[config.mk]
export PLATFORM = sky130hd
export DESIGN_NAME = serv_bufreg2_seq_flat
export DESIGN_NICKNAME = d
export VERILOG_FILES = /design/src/rtl/serv_bufreg2_seq_if.sv /design/src/rtl/serv_bufreg2_seq.sv /design/src/flat_wrapper.sv
export SDC_FILE = /design/constraint.sdc
export NUM_CORES = 1
export LEC_CHECK = 0
export BUFFER_PORTS_ARGS = -buffer_cell sky130_fd_sc_hd__buf_4
export CAP_MARGIN = 20
export CORE_MARGIN = 1
export CORE_UTILIZATION = 53
export CTS_CLUSTER_SIZE = 16
export DETAILED_ROUTE_END_ITERATION = 10
export PLACE_DENSITY = 0.94
export SYNTH_ARGS = -nofsm -noshare
export SYNTH_HDL_FRONTEND = slang
export SYNTH_SLANG_ARGS = --single-unit
[constraint.sdc]
create_clock -name i_clk -period 2.7 [get_ports i_clk]
set_clock_uncertainty 0.2 [all_clocks]
set_input_delay 0.54 -clock i_clk [delete_from_list [all_inputs] [get_ports i_clk]]
set_output_delay 0.54 -clock i_clk [all_outputs]
set_load 0.02 [all_outputs]
[src/rtl/serv_bufreg2_seq_if.sv]
// Core request/completion handshake and data-bus lines of the bufreg2 sequencer.
// The slave side is the sequencer; the master side is the core plus data bus.
interface serv_bufreg2_seq_if;
   logic       i_req;
   logic       o_ready;
   logic [1:0] i_op;
   logic [1:0] i_size;
   logic [1:0] i_lsb;
   logic       o_done;
   logic       o_err;
   logic       i_dbus_ack;
   logic       o_dbus_cyc;
   logic       o_dbus_we;
   logic [3:0] o_dbus_sel;

   modport master (
      output i_req, i_op, i_size, i_lsb, i_dbus_ack,
      input  o_ready, o_done, o_err, o_dbus_cyc, o_dbus_we, o_dbus_sel
   );

   modport slave (
      input  i_req, i_op, i_size, i_lsb, i_dbus_ack,
      output o_ready, o_done, o_err, o_dbus_cyc, o_dbus_we, o_dbus_sel
   );
endinterface

[src/rtl/serv_bufreg2_seq.sv]
// Sequencer for the SERV bit-serial buffer register: serial init, bus transaction or
// shift countdown, serial readout, then a one-cycle completion pulse.
module serv_bufreg2_seq #(
   parameter int unsigned TIMEOUT = 0
) (
   input  logic               i_clk,
   input  logic               i_rst_n,
   serv_bufreg2_seq_if.slave  bus,
   input  logic               i_sh_done,
   output logic               o_init,
   output logic               o_en,
   output logic               o_cnt_done,
   output logic               o_byte_valid,
   output logic               o_load,
   output logic               o_shift_op,
   output logic [1:0]         o_lsb,
   output logic [4:0]         o_cnt
);

   typedef enum logic [2:0] {
      S_IDLE,
      S_INIT,
      S_BUS,
      S_SHIFT,
      S_RUN,
      S_DONE
   } state_t;

   localparam logic [1:0] OP_STORE = 2'b00;
   localparam logic [1:0] OP_LOAD  = 2'b01;
   localparam logic [1:0] OP_SHIFT = 2'b10;
   localparam logic [1:0] OP_NOP   = 2'b11;

   localparam int unsigned     WD_W    = (TIMEOUT > 1) ? $clog2(TIMEOUT) : 1;
   localparam logic [WD_W-1:0] WD_LAST = WD_W'(TIMEOUT - 1);

   state_t            state_q, state_d;
   logic [4:0]        cnt_q, cnt_d;
   logic [WD_W-1:0]   wd_q, wd_d;
   logic [1:0]        op_q, op_d;
   logic [1:0]        size_q, size_d;
   logic [1:0]        lsb_q, lsb_d;
   logic              err_q, err_d;

   logic              in_idle, in_init, in_bus, in_shift, in_run, in_done;
   logic              cnt_last;
   logic              wd_expire;
   logic [3:0]        sel_mask;
   logic              store_bv;

   assign in_idle  = (state_q == S_IDLE);
   assign in_init  = (state_q == S_INIT);
   assign in_bus   = (state_q == S_BUS);
   assign in_shift = (state_q == S_SHIFT);
   assign in_run   = (state_q == S_RUN);
   assign in_done  = (state_q == S_DONE);
   assign cnt_last = (cnt_q == 5'd31);

   // The watchdog counter wraps harmlessly when TIMEOUT is 0; only the compare is gated.
   assign wd_expire = (TIMEOUT != 0) && (wd_q == WD_LAST);

   always_comb begin
      state_d = state_q;
      cnt_d   = cnt_q;
      wd_d    = wd_q;
      op_d    = op_q;
      size_d  = size_q;
      lsb_d   = lsb_q;
      err_d   = 1'b0;
      unique case (state_q)
         S_IDLE: begin
            if (bus.i_req) begin
               op_d    = bus.i_op;
               size_d  = bus.i_size;
               lsb_d   = bus.i_lsb;
               cnt_d   = 5'd0;
               state_d = (bus.i_op == OP_NOP) ? S_DONE : S_INIT;
            end
         end
         S_INIT: begin
            cnt_d = cnt_q + 5'd1;
            wd_d  = '0;
            if (cnt_last) begin
               state_d = (op_q == OP_SHIFT) ? S_SHIFT : S_BUS;
            end
         end
         S_BUS: begin
            if (bus.i_dbus_ack) begin
               state_d = (op_q == OP_LOAD) ? S_RUN : S_DONE;
            end else if (wd_expire) begin
               state_d = S_DONE;
               err_d   = 1'b1;
            end else begin
               wd_d = wd_q + 1'b1;
            end
         end
         S_SHIFT: begin
            if (i_sh_done) begin
               state_d = S_RUN;
            end else if (wd_expire) begin
               state_d = S_DONE;
               err_d   = 1'b1;
            end else begin
               wd_d = wd_q + 1'b1;
            end
         end
         S_RUN: begin
            cnt_d = cnt_q + 5'd1;
            if (cnt_last) begin
               state_d = S_DONE;
            end
         end
         S_DONE: begin
            state_d = S_IDLE;
         end
         default: begin
            state_d = S_IDLE;
         end
      endcase
   end

   always_ff @(posedge i_clk or negedge i_rst_n) begin
      if (!i_rst_n) begin
         state_q <= S_IDLE;
         cnt_q   <= 5'd0;
         wd_q    <= '0;
         op_q    <= 2'b00;
         size_q  <= 2'b00;
         lsb_q   <= 2'b00;
         err_q   <= 1'b0;
      end else begin
         state_q <= state_d;
         cnt_q   <= cnt_d;
         wd_q    <= wd_d;
         op_q    <= op_d;
         size_q  <= size_d;
         lsb_q   <= lsb_d;
         err_q   <= err_d;
      end
   end

   // Store byte lanes: byte index is cnt[4:3]; word covers all, half the low two, byte the first.
   always_comb begin
      store_bv = 1'b0;
      if (size_q[1]) begin
         store_bv = 1'b1;
      end else if (size_q[0]) begin
         store_bv = ~cnt_q[4];
      end else begin
         store_bv = (cnt_q[4:3] == 2'b00);
      end
   end

   always_comb begin
      sel_mask = 4'b1111;
      if (op_q == OP_STORE) begin
         if (size_q[1]) begin
            sel_mask = 4'b1111;
         end else if (size_q[0]) begin
            sel_mask = 4'b0011;
         end else begin
            sel_mask = 4'b0001;
         end
      end
   end

   assign bus.o_ready      = in_idle;
   assign bus.o_done       = in_done;
   assign bus.o_err        = err_q;
   assign bus.o_dbus_cyc   = in_bus;
   assign bus.o_dbus_we    = in_bus & (op_q == OP_STORE);
   assign bus.o_dbus_sel   = in_bus ? (sel_mask << lsb_q) : 4'b0000;

   assign o_init       = in_init;
   assign o_en         = in_init | in_run;
   assign o_cnt        = cnt_q;
   assign o_cnt_done   = (in_init | in_run) & cnt_last;
   assign o_byte_valid = (in_init | in_run) & ((op_q != OP_STORE) | store_bv);
   assign o_load       = in_bus & (op_q == OP_LOAD) & bus.i_dbus_ack;
   assign o_shift_op   = (op_q == OP_SHIFT) & (in_init | in_shift | in_run);
   assign o_lsb        = in_idle ? 2'b00 : lsb_q;

endmodule

[src/flat_wrapper.sv]
// flat-port wrapper written by rule: the top's interface ports become plain ports
module serv_bufreg2_seq_flat 
#(
   parameter int unsigned TIMEOUT = 0
)
  (i_clk, i_rst_n, i_sh_done, o_init, o_en, o_cnt_done, o_byte_valid, o_load, o_shift_op, o_lsb, o_cnt, bus_i_req, bus_i_op, bus_i_size, bus_i_lsb, bus_i_dbus_ack, bus_o_ready, bus_o_done, bus_o_err, bus_o_dbus_cyc, bus_o_dbus_we, bus_o_dbus_sel);
  serv_bufreg2_seq_if bus_i ();
  input  logic i_clk;
  input  logic i_rst_n;
  input  logic i_sh_done;
  output logic o_init;
  output logic o_en;
  output logic o_cnt_done;
  output logic o_byte_valid;
  output logic o_load;
  output logic o_shift_op;
  output logic [1:0] o_lsb;
  output logic [4:0] o_cnt;
  input wire logic [$bits(bus_i.i_req)-1:0] bus_i_req;
  input wire logic [$bits(bus_i.i_op)-1:0] bus_i_op;
  input wire logic [$bits(bus_i.i_size)-1:0] bus_i_size;
  input wire logic [$bits(bus_i.i_lsb)-1:0] bus_i_lsb;
  input wire logic [$bits(bus_i.i_dbus_ack)-1:0] bus_i_dbus_ack;
  output wire logic [$bits(bus_i.o_ready)-1:0] bus_o_ready;
  output wire logic [$bits(bus_i.o_done)-1:0] bus_o_done;
  output wire logic [$bits(bus_i.o_err)-1:0] bus_o_err;
  output wire logic [$bits(bus_i.o_dbus_cyc)-1:0] bus_o_dbus_cyc;
  output wire logic [$bits(bus_i.o_dbus_we)-1:0] bus_o_dbus_we;
  output wire logic [$bits(bus_i.o_dbus_sel)-1:0] bus_o_dbus_sel;
  assign bus_i.i_req = bus_i_req;
  assign bus_i.i_op = bus_i_op;
  assign bus_i.i_size = bus_i_size;
  assign bus_i.i_lsb = bus_i_lsb;
  assign bus_i.i_dbus_ack = bus_i_dbus_ack;
  assign bus_o_ready = bus_i.o_ready;
  assign bus_o_done = bus_i.o_done;
  assign bus_o_err = bus_i.o_err;
  assign bus_o_dbus_cyc = bus_i.o_dbus_cyc;
  assign bus_o_dbus_we = bus_i.o_dbus_we;
  assign bus_o_dbus_sel = bus_i.o_dbus_sel;
  serv_bufreg2_seq #(.TIMEOUT(TIMEOUT)) u_core (.i_clk(i_clk), .i_rst_n(i_rst_n), .bus(bus_i), .i_sh_done(i_sh_done), .o_init(o_init), .o_en(o_en), .o_cnt_done(o_cnt_done), .o_byte_valid(o_byte_valid), .o_load(o_load), .o_shift_op(o_shift_op), .o_lsb(o_lsb), .o_cnt(o_cnt));
endmodule
==> impl_metrics.prom, run 1 <==
# TYPE chip_impl_metric gauge
chip_impl_metric{name="static-leakage-power",unit="nW"} 0.624
chip_impl_metric{name="num_antenna_cells",unit=""} 0
chip_impl_metric{name="drc_marker_count_from_the_first_detailed_route_iteration",unit=""} 18
chip_impl_info{name="tritoncts_clock_tree",value="yes"} 1
chip_impl_metric{name="seq_total_area_yosys",unit=""} 0.359
chip_impl_metric{name="die_y",unit="um"} 44.9
chip_impl_info{name="timing.critical_path.from",value="u_core.state_q[0]"} 1
chip_impl_metric{name="period_needed",unit="ns"} 2.55
chip_impl_metric{name="synth_edf_count",unit=""} 0
chip_impl_metric{name="vias_per_cell",unit=""} 5.61
chip_impl_metric{name="maxClockFrequency",unit="GHz"} 0.393
chip_impl_metric{name="p_sw",unit="mW"} 0.680
chip_impl_metric{name="timing.final.ws_setup",unit="ns"} 0.153
chip_impl_metric{name="floorplan.io_pins",unit=""} 33
chip_impl_info{name="slowest_stage",value="sky130_fd_sc_hd__dfrtp_1"} 1
chip_impl_metric{name="globalplace.congestion",unit=""} 0.770
chip_impl_metric{name="tritoncts.num_buffers",unit=""} 3
chip_impl_metric{name="synth.cell_area",unit="um^2"} 977
chip_impl_metric{name="grt_start_max_net_pins",unit=""} 20
chip_impl_info{name="critical_path_s_top_delay_family",value="flip-flops"} 1
chip_impl_info{name="ys.flop_type",value="sky130_fd_sc_hd__dfrtp_1"} 1
chip_impl_metric{name="share_of_total_power_in_the_clock_network",unit=""} 0.106
chip_impl_info{name="rsz_0062_raised_after_global_routing",value="no"} 1
chip_impl_metric{name="cts.reportedPaths.clkPinSlew",unit="ns"} 0.09
chip_impl_info{name="run_status",value="complete, no violations"} 1
chip_impl_metric{name="place_worst_setup_slack",unit="ns"} 0.503
chip_impl_metric{name="crit_path_max_incr_delay",unit="ns"} 0.79
chip_impl_metric{name="global_route.usage.total",unit=""} 0.253
chip_impl_metric{name="crit_buf_inv",unit=""} 1
chip_impl_info{name="hold_path_class",value="input pin to register"} 1
chip_impl_metric{name="numPlacedInstances",unit=""} 153
chip_impl_metric{name="remaining_drc_errors",unit=""} 0
chip_impl_metric{name="worst-endpoint-arrival",unit="ns"} 1.81
chip_impl_metric{name="cts.sinks",unit=""} 14
chip_impl_info{name="r2r-start",value="u_core.o_cnt[0]"} 1
chip_impl_metric{name="period_share",unit=""} 0.943
chip_impl_metric{name="worstPathRequired",unit="ns"} 1.96
chip_impl_metric{name="yosysWarnings",unit=""} 0
chip_impl_metric{name="timing.final.hold_violations",unit=""} 0
chip_impl_metric{name="totalWireLength",unit="um"} 2320
chip_impl_info{name="worstHoldStart",value="bus_i_size[1]"} 1
chip_impl_info{name="mostFrequentLayoutCell",value="sky130_fd_sc_hd__buf_4"} 1
chip_impl_metric{name="fin_setup_tns",unit="ns"} 0
chip_impl_metric{name="fp.dieW",unit="um"} 44.9
chip_impl_metric{name="ys_async_sr_fraction",unit=""} 1.00
chip_impl_metric{name="slew_at_the_pin_with_the_worst_max_slew_slack",unit="ns"} 0.675
chip_impl_metric{name="layout.cells.non_filler",unit=""} 158
chip_impl_metric{name="max-cap-violations",unit=""} 0
chip_impl_info{name="crit_chain",value="xnor2_1 > nor2_4 > and2_1 > buf_4"} 1
chip_impl_metric{name="layout-drive-gt1-share",unit=""} 0.346
chip_impl_metric{name="grt_util_met3",unit=""} 0.0600
chip_impl_metric{name="synth_cell_types",unit=""} 35
chip_impl_info{name="cts_root_buffer",value="sky130_fd_sc_hd__clkbuf_4"} 1
chip_impl_metric{name="grt_overflow_total",unit=""} 0
chip_impl_metric{name="post_synth_inst_count",unit=""} 103
chip_impl_info{name="layout.cells.most_common_list",value="sky130_fd_sc_hd__buf_4 (31), sky130_fd_sc_hd__dfrtp_1 (14), sky130_fd_sc_hd__nand2_1 (9)"} 1
chip_impl_metric{name="grt_antenna_before_repair",unit=""} 0
chip_impl_metric{name="areal_power_density_over_the_cells",unit="mW/mm^2"} 1210
chip_impl_info{name="top_usage_layer",value="met2"} 1
chip_impl_metric{name="floorplan.initialDensity",unit=""} 0.566
chip_impl_metric{name="postRouteAntennaNets",unit=""} 0
chip_impl_metric{name="r2r_slack",unit="ns"} 0.82
chip_impl_metric{name="grtUsageMet2",unit=""} 0.388
chip_impl_metric{name="fp.coreArea",unit="mm^2"} 0.00173
chip_impl_metric{name="die-area",unit="mm^2"} 0.00202
chip_impl_metric{name="synth_area_per_cell",unit="um^2"} 9.49
chip_impl_metric{name="floorplan.rows",unit=""} 15
chip_impl_metric{name="grt_pass1_vias",unit=""} 742
chip_impl_metric{name="worstPathMaxFanout",unit=""} 19
chip_impl_metric{name="area_growth_syn_to_layout",unit="%"} 26.5
chip_impl_metric{name="design.final.nets",unit=""} 147
chip_impl_metric{name="dr.pass1.iters",unit=""} 4
chip_impl_metric{name="synth_fp_nets",unit=""} 116
chip_impl_metric{name="share_comb_of_total_power",unit=""} 0.562
chip_impl_metric{name="clock_tree.buffer_depth",unit=""} 2
chip_impl_metric{name="intPower",unit="mW"} 0.811
chip_impl_info{name="setup.worst_path.end_class",value="primary output"} 1
chip_impl_metric{name="grt_first_pass_wirelength",unit="um"} 3510
chip_impl_metric{name="number_of_setup_violations_in_the_final_report",unit=""} 0
chip_impl_metric{name="port_buffers",unit=""} 31
chip_impl_metric{name="htree_levels",unit=""} 1
chip_impl_metric{name="relSlewSlack",unit=""} 0.550
chip_impl_metric{name="via_count",unit=""} 887
chip_impl_metric{name="wirelength_per_cell",unit="um"} 14.7
chip_impl_metric{name="power.share.sequential",unit=""} 0.332
chip_impl_metric{name="finalMaxSlewViolations",unit=""} 0
chip_impl_metric{name="sum_of_net_half_perimeters_after_detailed_placement",unit="um"} 1610
chip_impl_metric{name="sw_frac_of_total",unit=""} 0.456
chip_impl_info{name="worstSetupPathType",value="register to primary output"} 1
chip_impl_metric{name="clk_latency",unit="ns"} 0.29
chip_impl_metric{name="flip_flop_and_latch_count_after_synthesis",unit=""} 14
chip_impl_metric{name="power.ir.vdd_worst",unit="mV"} 0.737
chip_impl_metric{name="worst_hold_slack",unit="ns"} 0.273
chip_impl_info{name="worstSetupStartpointType",value="register"} 1
chip_impl_metric{name="met1_usage",unit=""} 0.317
state kept, by name (all words and copies together) (netlist names):
signal	flops
u_core.lsb_q	2
u_core.size_q	2
u_core.state_q	3
u_core.op_q	2
u_core.o_cnt	5
cell usage after synthesis (4+ instances only):
master                     instances  area share
sky130_fd_sc_hd__mux2_4            6       0.092
sky130_fd_sc_hd__nand2b_1          4       0.026
sky130_fd_sc_hd__inv_1             4       0.015
sky130_fd_sc_hd__nor3_1            6       0.031
sky130_fd_sc_hd__dfrtp_1          14        0.36
sky130_fd_sc_hd__nor2_1            7       0.027
sky130_fd_sc_hd__nand2_1           9       0.035
sky130_fd_sc_hd__a21oi_1           6       0.031
sky130_fd_sc_hd__o21ai_0           5       0.026
layout make-up:
class                           instances  area [um^2]
Inverter                                4         15.0
Tap cell                               25         31.3
Clock buffer                            4         36.3
Multi-Input combinational cell         79          561
Fill cell                             135          490
Sequential cell                        14          350
Timing Repair Buffer                   32          243
worst register-to-register path, stage by stage, from the launching register on:
cell and delay (ns):
sky130_fd_sc_hd__dfrtp_1 0.47, sky130_fd_sc_hd__ha_1 0.28, sky130_fd_sc_hd__and3_1 0.20, sky130_fd_sc_hd__ha_1 0.22, sky130_fd_sc_hd__nor4b_1 0.30, sky130_fd_sc_hd__a311oi_1 0.09
metrics by stage:
stage          cell area, um^2  utilization  power (mW)
2_1_floorplan              977            -        1.07
3_3_place_gp              1190        0.689        1.29
3_5_place_dp              1190        0.689        1.33
4_1_cts                   1240        0.716        1.49
5_1_grt                   1240        0.716        1.59
6_report                  1240        0.716        1.49
final timing paths:
path | to | cells past startpoint
min | u_core.size_q[1] | 2
min reg2reg | u_core.size_q[1] | 1
max reg2reg | u_core.state_q[0] | 5
max in group asynchronous | u_core.o_cnt[0] | 2
min in group asynchronous | u_core.state_q[1] | 2
max | o_byte_valid | 4
routing by layer:
metal  wire, um  up-vias
met1       1020      421
met3         99        5
met4         58        0
li1           -      433
met5          0        -
met2       1140       28
logic make-up after synthesis:
kind of cell	count (synthesis)	share of synthesized area
DFF	14	0.359
xor gates and xnor gates	1	0.00896
other	1	0.00384
adders and majority gates	2	0.0256
and+or+nand+nor	42	0.245
buffers and inverters	10	0.0679
muxes	9	0.123
AOI/OAI and AO/OA	24	0.168
timing repair:
action / CTS / global route
hold buffers: 1 / 0
hold endpoints to repair: 14 / 0
resized for setup: 0 / 0
setup buffers: 0 / 0
power groups by stage:
stage	logic [mW]	registers, mW	clock network (mW)
final	0.838	0.495	0.158
after global routing	0.910	0.514	0.169
after CTS	0.840	0.490	0.160
after detailed placement	0.834	0.493	0
after global placement	0.814	0.480	0
after floorplan	0.614	0.455	0
(Power assumes the default switching activity.)
==> inputs of run 2 (changes only) <==
--- a/config.mk
+++ b/config.mk
@@ -8,10 +8,10 @@
 export BUFFER_PORTS_ARGS = -buffer_cell sky130_fd_sc_hd__buf_4
 export CAP_MARGIN = 20
 export CORE_MARGIN = 1
-export CORE_UTILIZATION = 53
+export CORE_UTILIZATION = 34
 export CTS_CLUSTER_SIZE = 16
 export DETAILED_ROUTE_END_ITERATION = 10
-export PLACE_DENSITY = 0.94
+export PLACE_DENSITY = 0.68
 export SYNTH_ARGS = -nofsm -noshare
 export SYNTH_HDL_FRONTEND = slang
 export SYNTH_SLANG_ARGS = --single-unit
==> run 2 against run 1 <==
Effect of this change: via count is 0.11% lower; core utilization is 26 points lower; critical path type unchanged; register-to-register slack better by 0.04 ns; critical path depth is 1 higher; largest cell class unchanged; sequential cell count stayed put.
==> impl_metrics.prom, run 2 (synthesized netlist as in run 1, its figures left out) <==
# TYPE chip_impl_metric gauge
chip_impl_info{name="run_status",value="complete, no violations"} 1
chip_impl_metric{name="grt_start_max_net_pins",unit=""} 15
chip_impl_metric{name="die-area",unit="mm^2"} 0.00309
chip_impl_info{name="cts_root_buffer",value="sky130_fd_sc_hd__clkbuf_4"} 1
chip_impl_metric{name="via_count",unit=""} 886
chip_impl_metric{name="global_route.usage.total",unit=""} 0.156
chip_impl_info{name="mostFrequentLayoutCell",value="sky130_fd_sc_hd__buf_4"} 1
chip_impl_info{name="worstHoldStart",value="bus_i_size[1]"} 1
chip_impl_metric{name="grt_overflow_total",unit=""} 0
chip_impl_metric{name="floorplan.rows",unit=""} 19
chip_impl_metric{name="crit_buf_inv",unit=""} 1
chip_impl_metric{name="remaining_drc_errors",unit=""} 0
chip_impl_metric{name="sw_frac_of_total",unit=""} 0.457
chip_impl_metric{name="cts.sinks",unit=""} 14
chip_impl_info{name="worstSetupPathType",value="register to primary output"} 1
chip_impl_info{name="hold_path_class",value="input pin to register"} 1
chip_impl_metric{name="sum_of_net_half_perimeters_after_detailed_placement",unit="um"} 1720
chip_impl_metric{name="dr.pass1.iters",unit=""} 4
chip_impl_metric{name="areal_power_density_over_the_cells",unit="mW/mm^2"} 1170
chip_impl_metric{name="floorplan.initialDensity",unit=""} 0.357
chip_impl_info{name="worst_r2r_endpoint",value="u_core.state_q[0]"} 1
chip_impl_metric{name="share_comb_of_total_power",unit=""} 0.596
chip_impl_metric{name="maxClockFrequency",unit="GHz"} 0.402
chip_impl_metric{name="vias_per_cell",unit=""} 5.34
chip_impl_metric{name="port_buffers",unit=""} 31
chip_impl_metric{name="p_sw",unit="mW"} 0.669
chip_impl_metric{name="clock_tree.buffer_depth",unit=""} 2
chip_impl_metric{name="fp.coreArea",unit="mm^2"} 0.00273
chip_impl_metric{name="number_of_cells_traversed_by_the_worst_register_to_register_path",unit=""} 5
chip_impl_metric{name="area_growth_syn_to_layout",unit="%"} 28.2
chip_impl_metric{name="static-leakage-power",unit="nW"} 0.632
chip_impl_info{name="setup.worst_path.end_class",value="primary output"} 1
chip_impl_metric{name="grt_first_pass_wirelength",unit="um"} 3790
chip_impl_metric{name="intPower",unit="mW"} 0.795
chip_impl_metric{name="worstPathRequired",unit="ns"} 1.96
chip_impl_metric{name="timing.final.hold_violations",unit=""} 0
chip_impl_metric{name="floorplan.io_pins",unit=""} 33
chip_impl_metric{name="layout-drive-gt1-share",unit=""} 0.356
chip_impl_metric{name="period_needed",unit="ns"} 2.49
chip_impl_metric{name="fin_setup_tns",unit="ns"} 0
chip_impl_metric{name="max-cap-violations",unit=""} 0
chip_impl_metric{name="clk_latency",unit="ns"} 0.29
chip_impl_metric{name="wirelength_per_cell",unit="um"} 13.4
chip_impl_metric{name="drc_marker_count_from_the_first_detailed_route_iteration",unit=""} 17
chip_impl_metric{name="globalplace.congestion",unit=""} 0.828
chip_impl_metric{name="slew_at_the_pin_with_the_worst_max_slew_slack",unit="ns"} 0.548
chip_impl_metric{name="worst-endpoint-arrival",unit="ns"} 1.75
chip_impl_metric{name="crit_path_max_incr_delay",unit="ns"} 0.45
chip_impl_info{name="tritoncts_clock_tree",value="yes"} 1
chip_impl_metric{name="totalWireLength",unit="um"} 2230
chip_impl_metric{name="worstPathMaxFanout",unit=""} 8
chip_impl_info{name="slowest_stage",value="sky130_fd_sc_hd__dfrtp_1"} 1
chip_impl_metric{name="hold_path_depth",unit=""} 2
chip_impl_metric{name="num_antenna_cells",unit=""} 0
chip_impl_metric{name="relSlewSlack",unit=""} 0.632
chip_impl_metric{name="share_of_total_power_in_the_clock_network",unit=""} 0.083
chip_impl_metric{name="met3_wirelength",unit="um"} 104
chip_impl_metric{name="die_y",unit="um"} 55.6
chip_impl_metric{name="r2r_slack",unit="ns"} 0.86
chip_impl_info{name="crit_path_frequent_cell",value="sky130_fd_sc_hd__ha_1"} 1
chip_impl_info{name="worstSetupStartpointType",value="register"} 1
chip_impl_metric{name="largest_register_ff_count",unit=""} 5
chip_impl_info{name="rsz_0062_raised_after_global_routing",value="no"} 1
chip_impl_metric{name="fillers",unit=""} 259
chip_impl_metric{name="power.ir.vdd_worst",unit="mV"} 0.854
chip_impl_info{name="critical_path_s_top_delay_family",value="adder cells"} 1
chip_impl_metric{name="power.share.sequential",unit=""} 0.321
chip_impl_metric{name="numPlacedInstances",unit=""} 162
chip_impl_metric{name="postCtsSetupRepairBufs",unit=""} 0
chip_impl_info{name="r2r-start",value="u_core.o_cnt[0]"} 1
chip_impl_metric{name="finalMaxSlewViolations",unit=""} 0
chip_impl_info{name="worstHoldEndpoint",value="u_core.size_q[1]"} 1
chip_impl_info{name="crit_chain",value="ha_1 > and3_1 > ha_1 > and2_1 > buf_4"} 1
chip_impl_metric{name="tritoncts.num_buffers",unit=""} 3
chip_impl_metric{name="grt_antenna_before_repair",unit=""} 0
chip_impl_metric{name="design.final.nets",unit=""} 150
chip_impl_metric{name="number_of_setup_violations_in_the_final_report",unit=""} 0
chip_impl_metric{name="wl_met2",unit="um"} 1070
chip_impl_metric{name="grt_pass1_vias",unit=""} 819
chip_impl_metric{name="htree_levels",unit=""} 1
chip_impl_metric{name="final_core_util",unit=""} 0.458
chip_impl_info{name="layout.cells.most_common_list",value="sky130_fd_sc_hd__buf_4 (34), sky130_fd_sc_hd__dfrtp_1 (14), sky130_fd_sc_hd__nand2_1 (9)"} 1
chip_impl_metric{name="layout.cells.non_filler",unit=""} 166
chip_impl_metric{name="met1_length",unit="um"} 1030
chip_impl_metric{name="fp.dieW",unit="um"} 55.6
chip_impl_metric{name="postRouteAntennaNets",unit=""} 0
chip_impl_metric{name="period_share",unit=""} 0.922
chip_impl_metric{name="cts.reportedPaths.clkPinSlew",unit="ns"} 0.08
chip_impl_info{name="highest_layer",value="met4"} 1
-- run 2: power groups by stage --
stage,logic (mW),registers (mW),clock network (mW)
floorplan,0.614,0.455,0
global placement,0.859,0.467,0
detailed placement,0.874,0.473,0
CTS,0.879,0.469,0.127
global route,0.950,0.497,0.133
finish,0.872,0.469,0.122
-- run 2: cell type report --
class	instances	area, um^2	share of cell area
well taps	31	38.8	0.0310
repair buffers	35	265	0.212
multi-input cells	79	561	0.448
inverters	4	15.0	0.0120
flip-flops and latches	14	350	0.280
clock buffers	3	22.5	0.0180
-- run 2: how the worst max path moves through the flow --
stage,start,to,slack (ns),cells past startpoint
global placement,u_core.o_cnt[0],o_cnt_done,0.58,5
CTS,u_core.o_cnt[0],o_cnt_done,0.21,5
global route,u_core.op_q[1],o_byte_valid,0.08,4
floorplan,u_core.o_cnt[0],o_cnt_done,0.61,4
finish,u_core.o_cnt[0],o_cnt_done,0.21,5
detailed placement,u_core.o_cnt[0],o_cnt_done,0.54,5
-- run 2: layer usage --
layer / GRT usage / up-vias
met5: 0 / -
met2: 0.236 / 27
met3: 0.0395 / 5
met1: 0.212 / 416
met4: 0.0643 / 0
li1: - / 438
-- run 2: per-stage QoR --
| step | hold WS, ns | setup WS, ns | instance area, um^2 | power, mW |
|---|---|---|---|---|
| 6_report | 0.279 | 0.211 | 1250 | 1.46 |
| 5_1_grt | 0.275 | 0.0821 | 1250 | 1.58 |
| 4_1_cts | 0.271 | 0.211 | 1250 | 1.48 |
| 3_5_place_dp | 0.204 | 0.544 | 1220 | 1.35 |
| 3_3_place_gp | 0.201 | 0.578 | 1220 | 1.33 |
| 2_1_floorplan | 0.0444 | 0.610 | 977 | 1.07 |
-- run 2: timing repair --
| item | CTS | global route |
|---|---|---|
| hold buffers | 1 | 0 |
| resized for setup | 0 | 0 |
| hold endpoints to repair | 14 | 0 |
